### config.mk
export PLATFORM = sky130hd
export DESIGN_NAME = alu_input_loader_flat
export DESIGN_NICKNAME = d
export VERILOG_FILES = /design/src/rtl/alu_input_loader_if.sv /design/src/rtl/alu_input_loader.sv /design/src/flat_wrapper.sv
export SDC_FILE = /design/constraint.sdc
export NUM_CORES = 1
export LEC_CHECK = 0
export ABC_AREA = 0
export CORE_UTILIZATION = 55
export CTS_CLUSTER_SIZE = 24
export DETAILED_ROUTE_END_ITERATION = 10
export PLACE_DENSITY_LB_ADDON = 0.1
export SYNTH_ARGS = -nofsm -noshare
export SYNTH_HDL_FRONTEND = slang
export SYNTH_SLANG_ARGS = --single-unit
### constraint.sdc
create_clock -name clk -period 2.2 [get_ports clk]
set_input_delay 0.22 -clock clk [delete_from_list [all_inputs] [get_ports clk]]
set_output_delay 0.22 -clock clk [all_outputs]
set_load 0.005 [all_outputs]
### src/rtl/alu_input_loader_if.sv
// Switch/button inputs and registered operand outputs between the board front-end and the ALU.
// The master side drives switches and buttons; the slave side is the loader feeding the ALU.
interface alu_input_loader_if #(
  parameter int NBITS  = 8,
  parameter int COD_OP = 6
);
  logic [NBITS-1:0]  sw_data;
  logic              btn_load;
  logic              btn_clear;
  logic [NBITS-1:0]  operando_A;
  logic [NBITS-1:0]  operando_B;
  logic [COD_OP-1:0] cod_operacion;
  logic              operands_valid;
  logic [1:0]        state_o;

  modport master (
    output sw_data, btn_load, btn_clear,
    input  operando_A, operando_B, cod_operacion, operands_valid, state_o
  );

  modport slave (
    input  sw_data, btn_load, btn_clear,
    output operando_A, operando_B, cod_operacion, operands_valid, state_o
  );
endinterface

### src/rtl/alu_input_loader.sv
// Captures A, B and opcode from switches on debounced load presses; press -> update after DEBOUNCE_CYCLES+4 edges.
// No backpressure: the ALU consumes the registered operands continuously.
module alu_input_loader #(
  parameter int NBITS           = 8,
  parameter int COD_OP          = 6,
  parameter int DEBOUNCE_CYCLES = 1000000
) (
  input  logic             clk,
  input  logic             rst_n,
  alu_input_loader_if.slave bus
);
  localparam int            CW       = $clog2(DEBOUNCE_CYCLES + 1);
  localparam logic [CW-1:0] CNT_LAST = CW'(DEBOUNCE_CYCLES - 1);

  typedef enum logic [1:0] {
    S_A     = 2'b00,
    S_B     = 2'b01,
    S_OP    = 2'b10,
    S_READY = 2'b11
  } state_t;

  // Bit 0 is the load button, bit 1 the clear button.
  logic [1:0]    raw;
  logic [1:0]    sync1_q, sync1_d, sync2_q, sync2_d;
  logic [1:0]    deb_q, deb_d, deb_prev_q, deb_prev_d;
  logic [1:0]    pulse_q, pulse_d;
  logic [CW-1:0] cnt_q [2];
  logic [CW-1:0] cnt_d [2];

  state_t            state_q, state_d;
  logic [NBITS-1:0]  a_q, a_d, b_q, b_d;
  logic [COD_OP-1:0] op_q, op_d;
  logic              valid_q, valid_d;

  assign raw = {bus.btn_clear, bus.btn_load};

  always_comb begin
    sync1_d    = raw;
    sync2_d    = sync1_q;
    deb_d      = deb_q;
    deb_prev_d = deb_q;
    pulse_d    = deb_q & ~deb_prev_q;
    for (int i = 0; i < 2; i++) begin
      cnt_d[i] = '0;
      if (sync2_q[i] != deb_q[i]) begin
        if (cnt_q[i] == CNT_LAST) begin
          deb_d[i] = sync2_q[i];
        end else begin
          cnt_d[i] = cnt_q[i] + 1'b1;
        end
      end
    end
  end

  // Clear takes priority over a simultaneous load.
  always_comb begin
    state_d = state_q;
    a_d     = a_q;
    b_d     = b_q;
    op_d    = op_q;
    if (pulse_q[1]) begin
      state_d = S_A;
      a_d     = '0;
      b_d     = '0;
      op_d    = '0;
    end else if (pulse_q[0]) begin
      case (state_q)
        S_A, S_READY: begin
          a_d     = bus.sw_data;
          state_d = S_B;
        end
        S_B: begin
          b_d     = bus.sw_data;
          state_d = S_OP;
        end
        default: begin
          op_d    = bus.sw_data[COD_OP-1:0];
          state_d = S_READY;
        end
      endcase
    end
    valid_d = (state_d == S_READY);
  end

  always_ff @(posedge clk or negedge rst_n) begin
    if (!rst_n) begin
      sync1_q    <= '0;
      sync2_q    <= '0;
      deb_q      <= '0;
      deb_prev_q <= '0;
      pulse_q    <= '0;
      for (int i = 0; i < 2; i++) cnt_q[i] <= '0;
      state_q    <= S_A;
      a_q        <= '0;
      b_q        <= '0;
      op_q       <= '0;
      valid_q    <= 1'b0;
    end else begin
      sync1_q    <= sync1_d;
      sync2_q    <= sync2_d;
      deb_q      <= deb_d;
      deb_prev_q <= deb_prev_d;
      pulse_q    <= pulse_d;
      for (int i = 0; i < 2; i++) cnt_q[i] <= cnt_d[i];
      state_q    <= state_d;
      a_q        <= a_d;
      b_q        <= b_d;
      op_q       <= op_d;
      valid_q    <= valid_d;
    end
  end

  assign bus.operando_A     = a_q;
  assign bus.operando_B     = b_q;
  assign bus.cod_operacion  = op_q;
  assign bus.operands_valid = valid_q;
  assign bus.state_o        = state_q;
endmodule
### src/flat_wrapper.sv
// flat-port wrapper written by rule: the top's interface ports become plain ports
module alu_input_loader_flat 
#(
  parameter int NBITS           = 8,
  parameter int COD_OP          = 6,
  parameter int DEBOUNCE_CYCLES = 1000000
)
  (clk, rst_n, bus_sw_data, bus_btn_load, bus_btn_clear, bus_operando_A, bus_operando_B, bus_cod_operacion, bus_operands_valid, bus_state_o);
  alu_input_loader_if #(.NBITS(NBITS), .COD_OP(COD_OP)) bus_i ();
  input  logic clk;
  input  logic rst_n;
  input wire logic [$bits(bus_i.sw_data)-1:0] bus_sw_data;
  input wire logic [$bits(bus_i.btn_load)-1:0] bus_btn_load;
  input wire logic [$bits(bus_i.btn_clear)-1:0] bus_btn_clear;
  output wire logic [$bits(bus_i.operando_A)-1:0] bus_operando_A;
  output wire logic [$bits(bus_i.operando_B)-1:0] bus_operando_B;
  output wire logic [$bits(bus_i.cod_operacion)-1:0] bus_cod_operacion;
  output wire logic [$bits(bus_i.operands_valid)-1:0] bus_operands_valid;
  output wire logic [$bits(bus_i.state_o)-1:0] bus_state_o;
  assign bus_i.sw_data = bus_sw_data;
  assign bus_i.btn_load = bus_btn_load;
  assign bus_i.btn_clear = bus_btn_clear;
  assign bus_operando_A = bus_i.operando_A;
  assign bus_operando_B = bus_i.operando_B;
  assign bus_cod_operacion = bus_i.cod_operacion;
  assign bus_operands_valid = bus_i.operands_valid;
  assign bus_state_o = bus_i.state_o;
  alu_input_loader #(.NBITS(NBITS), .COD_OP(COD_OP), .DEBOUNCE_CYCLES(DEBOUNCE_CYCLES)) u_core (.clk(clk), .rst_n(rst_n), .bus(bus_i));
endmodule
# Word-level counts from Yosys, hierarchy flattened
# Index checks and enable logic that the tools add are counted.
[word_totals]
reg_bits = 75
output_inout_bits = 25
elab_cells = 52
[op_classes]
addsub = 2
n_eq_ne = 8
n_mux = 16
bitwise = 2
n_reduce_logical = 11
[op_table]
columns = ["operator", "count"]
rows = [
  ["2-to-1 mux 20 bit", 4],
  ["2-to-1 mux 8 bit", 6],
  ["adder 20 x 1 -> 20 bit (second input constant)", 2],
  ["equality test 20 bit (second input constant)", 2],
  ["2-to-1 mux 6 bit", 3],
  ["AND reduction 2 bit", 5],
  ["nonzero test 2 bit", 3],
  ["equality test 2 bit (second input constant)", 2],
  ["2-to-1 mux 2 bit", 2],
  ["one-hot mux 2 bit (2 select lines)", 1],
  ["OR reduction 3 bit", 1],
  ["AND 2 bit", 1],
  ["equality test 2 x 1 -> 1 bit (second input constant)", 1],
  ["zero test 2 bit", 1],
  ["!= test 1 bit", 2],
  ["!= test 2 x 1 -> 1 bit (second input constant)", 1],
  ["NOT 2 bit", 1],
  ["OR reduction 2 bit", 1],
]

# Depth between registers and ports, before layout
# Gate-level depths: netlist (run 1).
[depth]
ltp_word = 6
mapped_depth = 6
ltp_nobuf = 5

# Worst setup path after synthesis (run 1)
# Ideal clock, no wire load.
[synth_timing]
kind = "reg2reg"
startpoint = "register u_core.cnt_q[3] in the netlist's numbering"
endpoint = "register u_core.cnt_q[17] in the netlist's numbering"
setup_ns = 0.078
arrival_ns = 1.816
slack_ns = 0.306
path_stages_with_launch = 6
path_buffers = 1
synth_period_minus_slack_ns = 1.894
path_cell_list = "dfrtp_1 nand4_4 or4_1 buf_2 or4b_1 a21oi_1"
[synth_lines]
columns = ["element", "line_no", "rtl"]
rows = [
  ["start: declaration", "alu_input_loader.sv:27", "logic [CW-1:0] cnt_q [2];"],
]

==> out/metrics.cfg, run 1 <==
[floorplan]
die_h_um = 80.1
die_w_um = 80.1
core_area_um2 = 5920
dieArea_um2 = 6420
start_util = 0.567
rows = 28
design.portCount = 37

[synth]
synth_common_cells = dfrtp_1 (75), nand2_1 (42), nor2_1 (37)
yosysWarnings = 0
synth_xor_area_frac = 0.0757
synth_edf_count = 0
synth_area_leaders = dfrtp_1 (56%), nand2_1 (4.7%), xnor2_1 (4.7%), a21oi_1 (4.6%), nand3_1 (4.3%)
synth_adder_area_share = 0.0186
synthMuxAreaShare = 0.00969
synth_area_um2 = 3360
synthSimpleGateAreaFrac = 0.244
synth_cell_types = 35
synthArstFlopShare = 1.00
yosys.area.top_type_share = 0.559
synthCells = 336
synth-compound-area-share = 0.0697
yosysSeqAreaShare = 0.559
synth.most_common_cell = dfrtp_1
synth-seq-cells = 75
synth_top_family_by_area = simple AND/OR/NAND/NOR gates
synth_top_area_cell = dfrtp_1
synth_ff_type = dfrtp_1
avgSynthCellArea_um2 = 9.99
syn-num-nets = 353

[worst_setup_path]
arrival_ps = 2280
max_stage_delay_ps = 650
path_cells = nand4_4 -> or4_1 -> or4b_1 -> a21oi_1
cp_max_fo = 9
cp_top_family = simple AND/OR/NAND/NOR gates
start_kind = register
cp.buffers_inverters = 0
critical_path_class = register to register
end_kind = register
critPathSlowestCell = or4_1
crit_required_ps = 2470

[final_layout]
n_antenna_cell = 0
final_area_um2 = 4010
fin_util = 0.677
syn2layout_area_growth_pct = 19.4
nets = 398
finalNonFillerCells = 460
drive_above_1_share = 0.0727

[timing]
period_share = 0.914
fin_crit_ps = 2010
setup_violations = 0
finalClockSkew_ps = 8.99
slew_violations = 0
hold_violations = 0
rsz0062_at_grt = no
relSlewSlack = 0.661
tightest_slew_ps = 504
fin_tns_setup_ps = 0
clock.fmax_mhz = 497

[worst_hold_path]
hold_path.class = input port to register

[route]
wirelength_um = 6560
viasPerCell = 5.58
final_antenna_net_count = 0
drt_iter0_drc = 121
post-route-drc-count = 0
firstDrtPassIters = 5
wire_per_inst_um = 14.3
vias = 2569

[flow_run]
maxCapViolations = 0

[pwr]
leakagePower_nw = 1.69
power_density_nw_per_um2 = 596
power.total_mw = 2.39
vdd_drop_max_mv = 0.365

[cts]
insertion_delay_ps = 340
cts_max_level = 3
cts_tree = done
cts-resized-gates = 0
cts.path.max_buffers = 2
cts_num_sinks = 75
cts.clk_slew.worst_paths_ps = 70
cts_root_buffer = clkbuf_8
cts_buffers = 9

[placed_design]
dp_hpwl_um = 4630
port_buffers = 36
place_inst = 444
postPlaceCellArea_um2 = 3840
routabilityCongestion = 0.794

[grt]
grtUsageTotal = 0.228
grt_pass1_vias = 2469
antenna_found_initial = 0
grt_overflow = 0
grt_pass1_wl_um = 11200
grt_max_degree = 40

[outcome]
status = completed

[power breakdown]
part           internal [mW]  switching, mW  total (mW)
sequential              1.39         0.0123        1.40
clock                  0.429          0.465       0.894
combinational         0.0362         0.0555      0.0917
total                   1.86          0.533        2.39
[final timing paths]
check	from	endpoint	slack [ps]	cells past startpoint
max	u_core.cnt_q[3]$_DFF_PN0_	u_core.cnt_q[17]$_DFF_PN0_	190	4
min	bus_btn_load	u_core.sync1_q[0]$_DFF_PN0_	310	1
max reg2reg	u_core.cnt_q[3]$_DFF_PN0_	u_core.cnt_q[17]$_DFF_PN0_	190	4
min reg2reg	u_core.sync1_q[1]$_DFF_PN0_	u_core.sync2_q[1]$_DFF_PN0_	350	0
max in group asynchronous	rst_n	u_core.sync1_q[1]$_DFF_PN0_	1240	3
min in group asynchronous	rst_n	u_core.bus.state_o[1]$_DFF_PN0_	380	2
[metal layers]
| metal | wire [um] | share of wire | track usage | vias to the layer above |
|---|---|---|---|---|
| li1 | - | - | - | 1252 |
| met1 | 3090 | 0.47 | 0.305 | 1248 |
| met2 | 3120 | 0.48 | 0.366 | 61 |
| met3 | 289 | 0.044 | 0.0386 | 8 |
| met4 | 59 | 0.0090 | 0.102 | 0 |
| met5 | 0 | 0 | 0 | - |
[kinds of logic after synthesis]
group                      count (synthesis)
xor gates and xnor gates                  29
and+or+nand+nor                          162
AOI/OAI and AO/OA                         42
adders and majority gates                  5
buffers and inverters                     20
DFF                                       75
muxes                                      3
[layout by cell type (no fill, tap or decap), types with 3 or more instances in the layout]
cell type / n
nor2_1: 37
and3_1: 3
nor3_1: 5
buf_4: 8
and4_1: 3
o21ai_0: 6
nor4_1: 9
inv_1: 9
nand2_1: 42
nand4_1: 12
nand3_1: 29
xor2_1: 11
clkbuf_8: 10
xnor2_1: 18
or4_1: 3
clkinv_2: 3
ha_1: 5
or3_1: 5
a21oi_1: 31
dfrtp_1: 75
clkdlybuf4s50_1: 35
[sequential cells by signal, indices dropped and copies added (netlist names)]
register / flops
u_core.cnt_q: 40
u_core.bus.operando_A: 8
u_core.deb_prev_q: 2
u_core.pulse_q: 2
u_core.deb_prev_d: 2
u_core.bus.operando_B: 8
u_core.bus.operands_valid: 1
u_core.bus.cod_operacion: 6
u_core.bus.state_o: 2
u_core.sync1_q: 2
u_core.sync2_q: 2
[worst reg2reg max path, stage by stage, from the launching register on]
cell     delay (ps)
dfrtp_1         460
nand4_4         180
or4_1           650
or4b_1          500
a21oi_1         150
[through the flow]
| step | setup slack, ps | hold slack [ps] |
|---|---|---|
| finish | 190 | 313 |
| global route | 49.7 | 323 |
| CTS | 184 | 301 |
| detailed placement | 200 | 217 |
| global placement | 263 | 209 |
| floorplan | 306 | -75.6 |
[repair_timing]
action / in CTS / in global routing
setup buffers: 0 / 0
endpoints found under the hold margin: 36 / 0
hold buffers: 1 / 0
[area by class of cell]
class                      count  area, um2
tap                           75       93.8
multi-input combinational    241       1400
timing repair buffer          45        440
inverter                       9       33.8
clock inverter                 3       15.0
clock buffer                  12        145
sequential                    75       1880
fill                         485       1910
(Power assumes the default switching activity.)
==> run 2: changes to the inputs <==
--- a/config.mk
+++ b/config.mk
@@ -10,6 +10,7 @@
 export CTS_CLUSTER_SIZE = 24
 export DETAILED_ROUTE_END_ITERATION = 10
 export PLACE_DENSITY_LB_ADDON = 0.1
+export SLEW_MARGIN = 20
 export SYNTH_ARGS = -nofsm -noshare
 export SYNTH_HDL_FRONTEND = slang
 export SYNTH_SLANG_ARGS = --single-unit
==> results of run 2 <==
The final DEF is identical to that of run 1; final timing and power are the same.
